==> src/rtl/code_loader.sv <==
// rtl/code_loader.sv - byte-stream code image loader with checksum verification
module code_loader #(
  parameter int BIT_WIDTH     = 32,
  parameter int INST_COUNT    = 256,
  parameter int INST_COUNT_L2 = 8
) (
  input  logic                     clk,
  input  logic                     reset,
  input  logic                     start,
  input  logic [INST_COUNT_L2:0]   word_count,
  input  logic                     byte_valid,
  input  logic [7:0]               byte_data,
  output logic                     byte_ready,
  output logic                     mem_we,
  output logic [INST_COUNT_L2-1:0] mem_waddr,
  output logic [BIT_WIDTH-1:0]     mem_wdata,
  input  logic                     mem_wready,
  output logic                     busy,
  output logic                     done,
  output logic                     error
);

  localparam int BYTES = BIT_WIDTH / 8;
  localparam int IDX_W = (BYTES > 1) ? $clog2(BYTES) : 1;

  localparam logic [2:0] S_IDLE  = 3'd0;
  localparam logic [2:0] S_RECV  = 3'd1;
  localparam logic [2:0] S_WRITE = 3'd2;
  localparam logic [2:0] S_CHECK = 3'd3;
  localparam logic [2:0] S_DONE  = 3'd4;

  localparam logic [INST_COUNT_L2:0] MAX_WC   = (INST_COUNT_L2 + 1)'(INST_COUNT);
  localparam logic [IDX_W-1:0]       LAST_IDX = IDX_W'(BYTES - 1);

  logic [2:0]               state_q, state_d;
  logic [INST_COUNT_L2-1:0] addr_q, addr_d;
  logic [INST_COUNT_L2-1:0] last_q, last_d;
  logic [IDX_W-1:0]         idx_q, idx_d;
  logic [BIT_WIDTH-1:0]     word_q, word_d;
  logic [7:0]               csum_q, csum_d;
  logic                     error_q, error_d;
  logic                     xfer;
  logic                     wc_ok;

  assign byte_ready = (state_q == S_RECV) || (state_q == S_CHECK);
  assign xfer       = byte_valid && byte_ready;
  assign wc_ok      = (word_count != '0) && (word_count <= MAX_WC);

  always_comb begin
    state_d = state_q;
    addr_d  = addr_q;
    last_d  = last_q;
    idx_d   = idx_q;
    word_d  = word_q;
    csum_d  = csum_q;
    error_d = error_q;
    case (state_q)
      S_IDLE: begin
        if (start) begin
          if (wc_ok) begin
            state_d = S_RECV;
            addr_d  = '0;
            idx_d   = '0;
            csum_d  = '0;
            error_d = 1'b0;
            // word_count == INST_COUNT truncates to 0, so the last address wraps to INST_COUNT-1
            last_d  = word_count[INST_COUNT_L2-1:0] - 1'b1;
          end else begin
            state_d = S_DONE;
            error_d = 1'b1;
          end
        end
      end
      S_RECV: begin
        if (xfer) begin
          word_d[{idx_q, 3'b000} +: 8] = byte_data;
          csum_d = csum_q ^ byte_data;
          idx_d  = idx_q + 1'b1;
          if (idx_q == LAST_IDX) state_d = S_WRITE;
        end
      end
      S_WRITE: begin
        if (mem_wready) begin
          addr_d  = addr_q + 1'b1;
          idx_d   = '0;
          state_d = (addr_q == last_q) ? S_CHECK : S_RECV;
        end
      end
      S_CHECK: begin
        if (xfer) begin
          error_d = (byte_data != csum_q);
          state_d = S_DONE;
        end
      end
      S_DONE:  state_d = S_IDLE;
      default: state_d = S_IDLE;
    endcase
  end

  always_ff @(posedge clk) begin
    if (reset) begin
      state_q <= S_IDLE;
      addr_q  <= '0;
      last_q  <= '0;
      idx_q   <= '0;
      word_q  <= '0;
      csum_q  <= '0;
      error_q <= 1'b0;
    end else begin
      state_q <= state_d;
      addr_q  <= addr_d;
      last_q  <= last_d;
      idx_q   <= idx_d;
      word_q  <= word_d;
      csum_q  <= csum_d;
      error_q <= error_d;
    end
  end

  assign mem_we    = (state_q == S_WRITE);
  assign mem_waddr = addr_q;
  assign mem_wdata = word_q;
  assign busy      = (state_q == S_RECV) || (state_q == S_WRITE) || (state_q == S_CHECK);
  assign done      = (state_q == S_DONE);
  assign error     = error_q;

endmodule

==> config.mk <==
export PLATFORM = sky130hd
export DESIGN_NAME = code_loader
export DESIGN_NICKNAME = d
export VERILOG_FILES = /design/src/rtl/code_loader.sv
export SDC_FILE = /design/constraint.sdc
export NUM_CORES = 1
export LEC_CHECK = 0
export CORE_UTILIZATION = 40
export DETAILED_ROUTE_END_ITERATION = 8
export HOLD_SLACK_MARGIN = 0.05
export PLACE_DENSITY = 0.65
export REMOVE_ABC_BUFFERS = 1
export SLEW_MARGIN = 20
export SYNTH_ARGS = -nofsm -noshare
export SYNTH_HDL_FRONTEND = slang
export SYNTH_SLANG_ARGS = --single-unit
==> constraint.sdc <==
create_clock -name clk -period 3.1 [get_ports clk]
set_clock_uncertainty 0.1 [all_clocks]
set_input_delay 0.93 -clock clk [delete_from_list [all_inputs] [get_ports clk]]
set_output_delay 0.93 -clock clk [all_outputs]
set_load 0.1 [all_outputs]
# Word-level counts from Yosys, hierarchy flattened
# Cells that the tools add are included.
[classes]
add_sub_neg = 4
order_cmp = 1
n_eq_ne = 13
n_shift = 2
muxes = 24
n_bitwise = 1
n_reduce_logical = 18
[op_table]
columns = ["cell", "n"]
rows = [
  ["$bwmux 32", 1],
  ["$mux 8", 4],
  ["$pmux 8 s2", 2],
  ["$shift 8x7->32 const A", 1],
  ["$shiftx 8x7->32", 1],
  ["$mux 3", 6],
  ["$pmux 3 s4", 1],
  ["$mux 2", 5],
  ["$reduce_and 5->1", 2],
  ["$le 9x9->1 const B", 1],
  ["$reduce_bool 9->1", 1],
  ["$add 8x1->8 const B", 1],
  ["$eq 8x8->1", 1],
  ["$ne 2x2->1 const B", 4],
  ["$ne 8x8->1", 1],
  ["$reduce_and 4->1", 2],
  ["$sub 8x1->8 const B", 1],
  ["$xor 8x8->8", 1],
  ["$neg 5->7", 1],
  ["$eq 3x2->1 const B", 2],
  ["$pmux 2 s3", 1],
  ["$reduce_and 3->1", 2],
  ["$reduce_bool 2->1", 3],
  ["$ne 2x1->1 const B", 2],
  ["11 further kinds", 16],
]
[totals]
regBits = 62
out_inout_bits = 45
wordCells = 70

# Longest topological paths before layout
[logic_depth]
depth_word = 5
mapped_depth = 6
depth_no_buf = 6

# Least setup slack after synthesis
# OpenSTA, ideal clock, no wires.
[synth_timing]
path_type = "register to output"
start = "register state_q[2]"
end = "output mem_we"
arrival_time_ps = 2184
required_ps = 2070
path_slack_ps = -114
stages_incl_launch_ff = 5
n_path_buf = 2
path_cell_list = "dfxtp_1 -> clkbuf_1 -> nand2b_1 -> clkbuf_1 -> nor2_1"
[synth_between]
elab_chain_cells = 1
[synth_lines]
columns = ["item", "line_no", "rtl"]
rows = [
  ["from (decl)", "35", "logic [2:0] state_q, state_d;"],
  ["from (signal assigned)", "110", "state_q <= state_d;"],
  ["$eq 3x2->1", "120", "assign mem_we = (state_q == S_WRITE);"],
  ["to (decl)", "14", "output logic mem_we,"],
]
# No other way between the ends.

# Worst setup path after layout
[layout_timing]
start = "input word_count[1]"
end = "register csum_q[4]"
[layout_between]
elab_chain_cells = 4
elab_cells_between_ends = 5
[layout_lines]
columns = ["item", "line_no", "rtl"]
rows = [
  ["from (decl)", "10", "input logic [INST_COUNT_L2:0] word_count,"],
  ["$le 9x9->1 or $reduce_bool 9->1 (tied branches)", "47", "assign wc_ok = (word_count != '0) && (word_count <= MAX_WC);"],
  ["$logic_and 1x1->1 *", "47", ""],
  ["$ne 2x2->1 (no source line) *", "--", ""],
  ["$reduce_and 4->1 (no source line) *", "--", ""],
  ["to (signal assigned)", "115", "csum_q <= csum_d;"],
  ["to (decl)", "40", "logic [7:0] csum_q, csum_d;"],
]
# Mark *: on every way between the ends. The rest lies on a longest branch, timed or not.
# A chain may end at the register's enable or synchronous reset.

==> metrics.yaml <==
wl_per_cell_um: 14.9
antenna_left: 0
status: "finished clean"
reg2reg_from: "idx_q[0]$_SDFFE_PP0P_"
dr.pass1.iters: 4
worstSkewPairLatency_ns: 0.34
grt_use_total: 0.215
ioPinCount: 67
avgSynthCellArea_um2: 8.21
synth-seq-area-share: 0.394
yosysWarnings: 0
max_freq_mhz: 355
rr_worst_depth: 5
pwr-share-comb: 0.166
async_flop_share: 0
start_kind: "input pin"
place_ws_ns: -0.0769
switching_power_mw: 0.557
vias_per_cell: 5.41
route.met3.wl_um: 419
synthToLayoutAreaGrowth_pct: 31.8
first_global_vias: 2897
power_frac_seq: 0.421
hold_viol_final: 0
initial_core_util: 0.410
synth_edf_count: 0
antenna_found_initial: 0
rsz0062_at_grt: "no"
cts_tree: "built"
layout-drive-gt1-share: 0.207
dp_hpwl_mm: 6.05
die_area_um2: 8240
slew_viol_final: 0
worst-setup-path-type: "in -> reg"
min_from: "mem_wdata[12]$_SDFFE_PP0P_"
ys_top_cells_by_area: "dfxtp_1 39%, a21oi_1 7.6%, nand2_1 5.6%, nand3_1 5.6%, xor2_1 5.0%"
cts_root_buf: "clkbuf_8"
min_period_ns: 2.82
drc_errors: 0
switching_share: 0.279
p_clk_frac: 0.413
cts_buffers: 9
wl_mm: 8.40
synth_area_um2: 3150
post_cts_buffers: 0
drtIter0Drc: 201
placed_area_um2: 3920
period_share: 0.909
gr-total-overflow: 0
cp-end-kind: "register"
internal_power_mw: 1.44
r2r_slack_ns: 0.86
synth_commonest_cells: "62 x dfxtp_1, 48 x a21oi_1, 47 x nand2_1"
p_leak_nw: 1.62
synth_top_area_cell: "dfxtp_1"
rows: 32
grt_max_degree: 37
met1_length_mm: 3.98
maxCapViolCount: 0
netlist_instances: 384
worstMarginPinSlew_ns: 0.844
crit_arrival_ns: 2.97
synth.distinct_cells: 48
die_x_um: 90.8
timing.rr.end: "mem_wdata[9]$_SDFFE_PP0P_"
crit_path_max_fanout: 8
top_layer: "met4"
nNetsFinal: 489
hold_path.class: "reg -> reg"
final_core_util: 0.540
yosys.cell_count.top_type: "dfxtp_1"
hold_buffers: 0
core_um2: 7690
ys_ff_latch: 62
io_buffers: 66
power.density_nw_per_um2: 480
synth_ff_type: "dfxtp_1"
slew_headroom: 0.436
ir_worst_vdd_mv: 0.285
hold_path_end: "mem_wdata[12]$_SDFFE_PP0P_"
htree_levels: 3
hold_depth: 2
critPathRequiredTime_ns: 3.25
cts_sinks: 62
wl_met2_mm: 3.92
vias: 3058
grt_pass1_wl_mm: 14.1
final.setup.worst_slack_ns: 0.281
die_h_um: 90.8
path_clk_slew_ns: 0.07
antenna_cells: 0
stdcell_area_um2: 4150
gp_congestion: 0.785
cts.path.max_buffers: 2
ctsResizeCount: 0
synth_top_area_share: 0.394
setup_violations: 0
flip-flops by register name (all words and copies together), names as in the netlist:
name and cells:
error 1, mem_waddr 8, last_q 8, idx_q 2, mem_wdata 32, state_q 3, csum_q 8
critical path, stage by stage:
cell	delay, ns
clkdlybuf4s50_1	0.44
inv_1	0.09
ha_1	0.15
or3b_2	0.51
nor3_4	0.24
o21bai_1	0.28
a311oi_1	0.35
through the flow:
stage / setup TNS [ns] / instances / power [mW] / hold slack (ns)
6_report: 0 / 565 / 1.99 / 0.353
3_3_place_gp: -0.0220 / 549 / 1.18 / 0.341
5_1_grt: 0 / 565 / 2.08 / 0.377
4_1_cts: 0 / 565 / 2.00 / 0.354
3_5_place_dp: -0.733 / 549 / 1.19 / 0.344
2_1_floorplan: -0.0776 / 358 / 1.05 / 0.363
routing by layer:
| layer | vias up | track usage |
|---|---|---|
| li1 | 1537 | - |
| met1 | 1425 | 0.286 |
| met2 | 88 | 0.343 |
| met3 | 8 | 0.0556 |
| met4 | 0 | 0.0605 |
| met5 | - | 0 |
how the worst max path moves through the flow:
stage                                        from                      to  depth (start not counted)
after floorplan           state_q[1]$_SDFFE_PP0P_                  mem_we                          2
after global placement              word_count[1]  csum_q[2]$_SDFFE_PP0P_                          7
after detailed placement            word_count[1]  csum_q[4]$_SDFFE_PP0P_                          7
after CTS                           word_count[1]  csum_q[4]$_SDFFE_PP0P_                          7
after global routing                word_count[1]  last_q[3]$_SDFFE_PP0P_                          7
final                               word_count[1]  csum_q[4]$_SDFFE_PP0P_                          7
power groups by stage:
| stage | Combinational [mW] | Sequential [mW] | Clock [mW] |
|---|---|---|---|
| 2_1_floorplan | 0.157 | 0.891 | 0 |
| 3_3_place_gp | 0.325 | 0.858 | 0 |
| 3_5_place_dp | 0.330 | 0.859 | 0 |
| 4_1_cts | 0.331 | 0.840 | 0.834 |
| 5_1_grt | 0.357 | 0.843 | 0.874 |
| 6_report | 0.331 | 0.840 | 0.823 |
cell usage in the layout, fill, tap and decap left out, types with 2 or more instances in the layout:
| cell | instances |
|---|---|
| o31ai_1 | 2 |
| clkbuf_8 | 11 |
| nor2b_1 | 2 |
| dfxtp_1 | 62 |
| nand4bb_1 | 2 |
| nor3b_1 | 5 |
| or3b_2 | 2 |
| and2_0 | 2 |
| nand2b_1 | 4 |
| nand3_1 | 35 |
| buf_4 | 66 |
| o21ai_0 | 3 |
| nor4_1 | 5 |
| o21bai_1 | 4 |
| a41oi_1 | 3 |
| a311oi_1 | 12 |
| bufinv_16 | 2 |
| nor2_1 | 31 |
| xor2_1 | 18 |
| a21oi_1 | 48 |
| mux2i_1 | 4 |
| buf_12 | 2 |
| nand2_1 | 47 |
| inv_1 | 6 |
| ha_1 | 9 |
| xnor2_1 | 3 |
| nor3_1 | 13 |
| and2_1 | 4 |
| clkdlybuf4s50_1 | 20 |
| o211a_1 | 2 |
| a211oi_1 | 11 |
layout make-up:
cell class / count / area (um^2)
repair buffers: 89 / 741
flip-flops and latches: 62 / 1240
fillers: 752 / 3530
well taps: 102 / 128
inverters: 6 / 22.5
multi-input cells: 290 / 1790
clock inverters: 5 / 81.3
clock buffers: 11 / 151
cell families (layout without fill, tap and decap cells):
kind of cell             count (synthesis)  count (layout)  share of synthesized area
AO/OA/AOI/OAI                           92              92                      0.189
XOR/XNOR                                21              21                     0.0584
adder cells (fa/ha/maj)                  9               9                     0.0357
buffers and inverters                   32             111                     0.0385
flip-flops                              62              62                      0.394
multiplexers                             5               5                     0.0163
AND/OR/NAND/NOR                        163             163                      0.269
No activity file was read; power rests on OpenSTA's default activity.
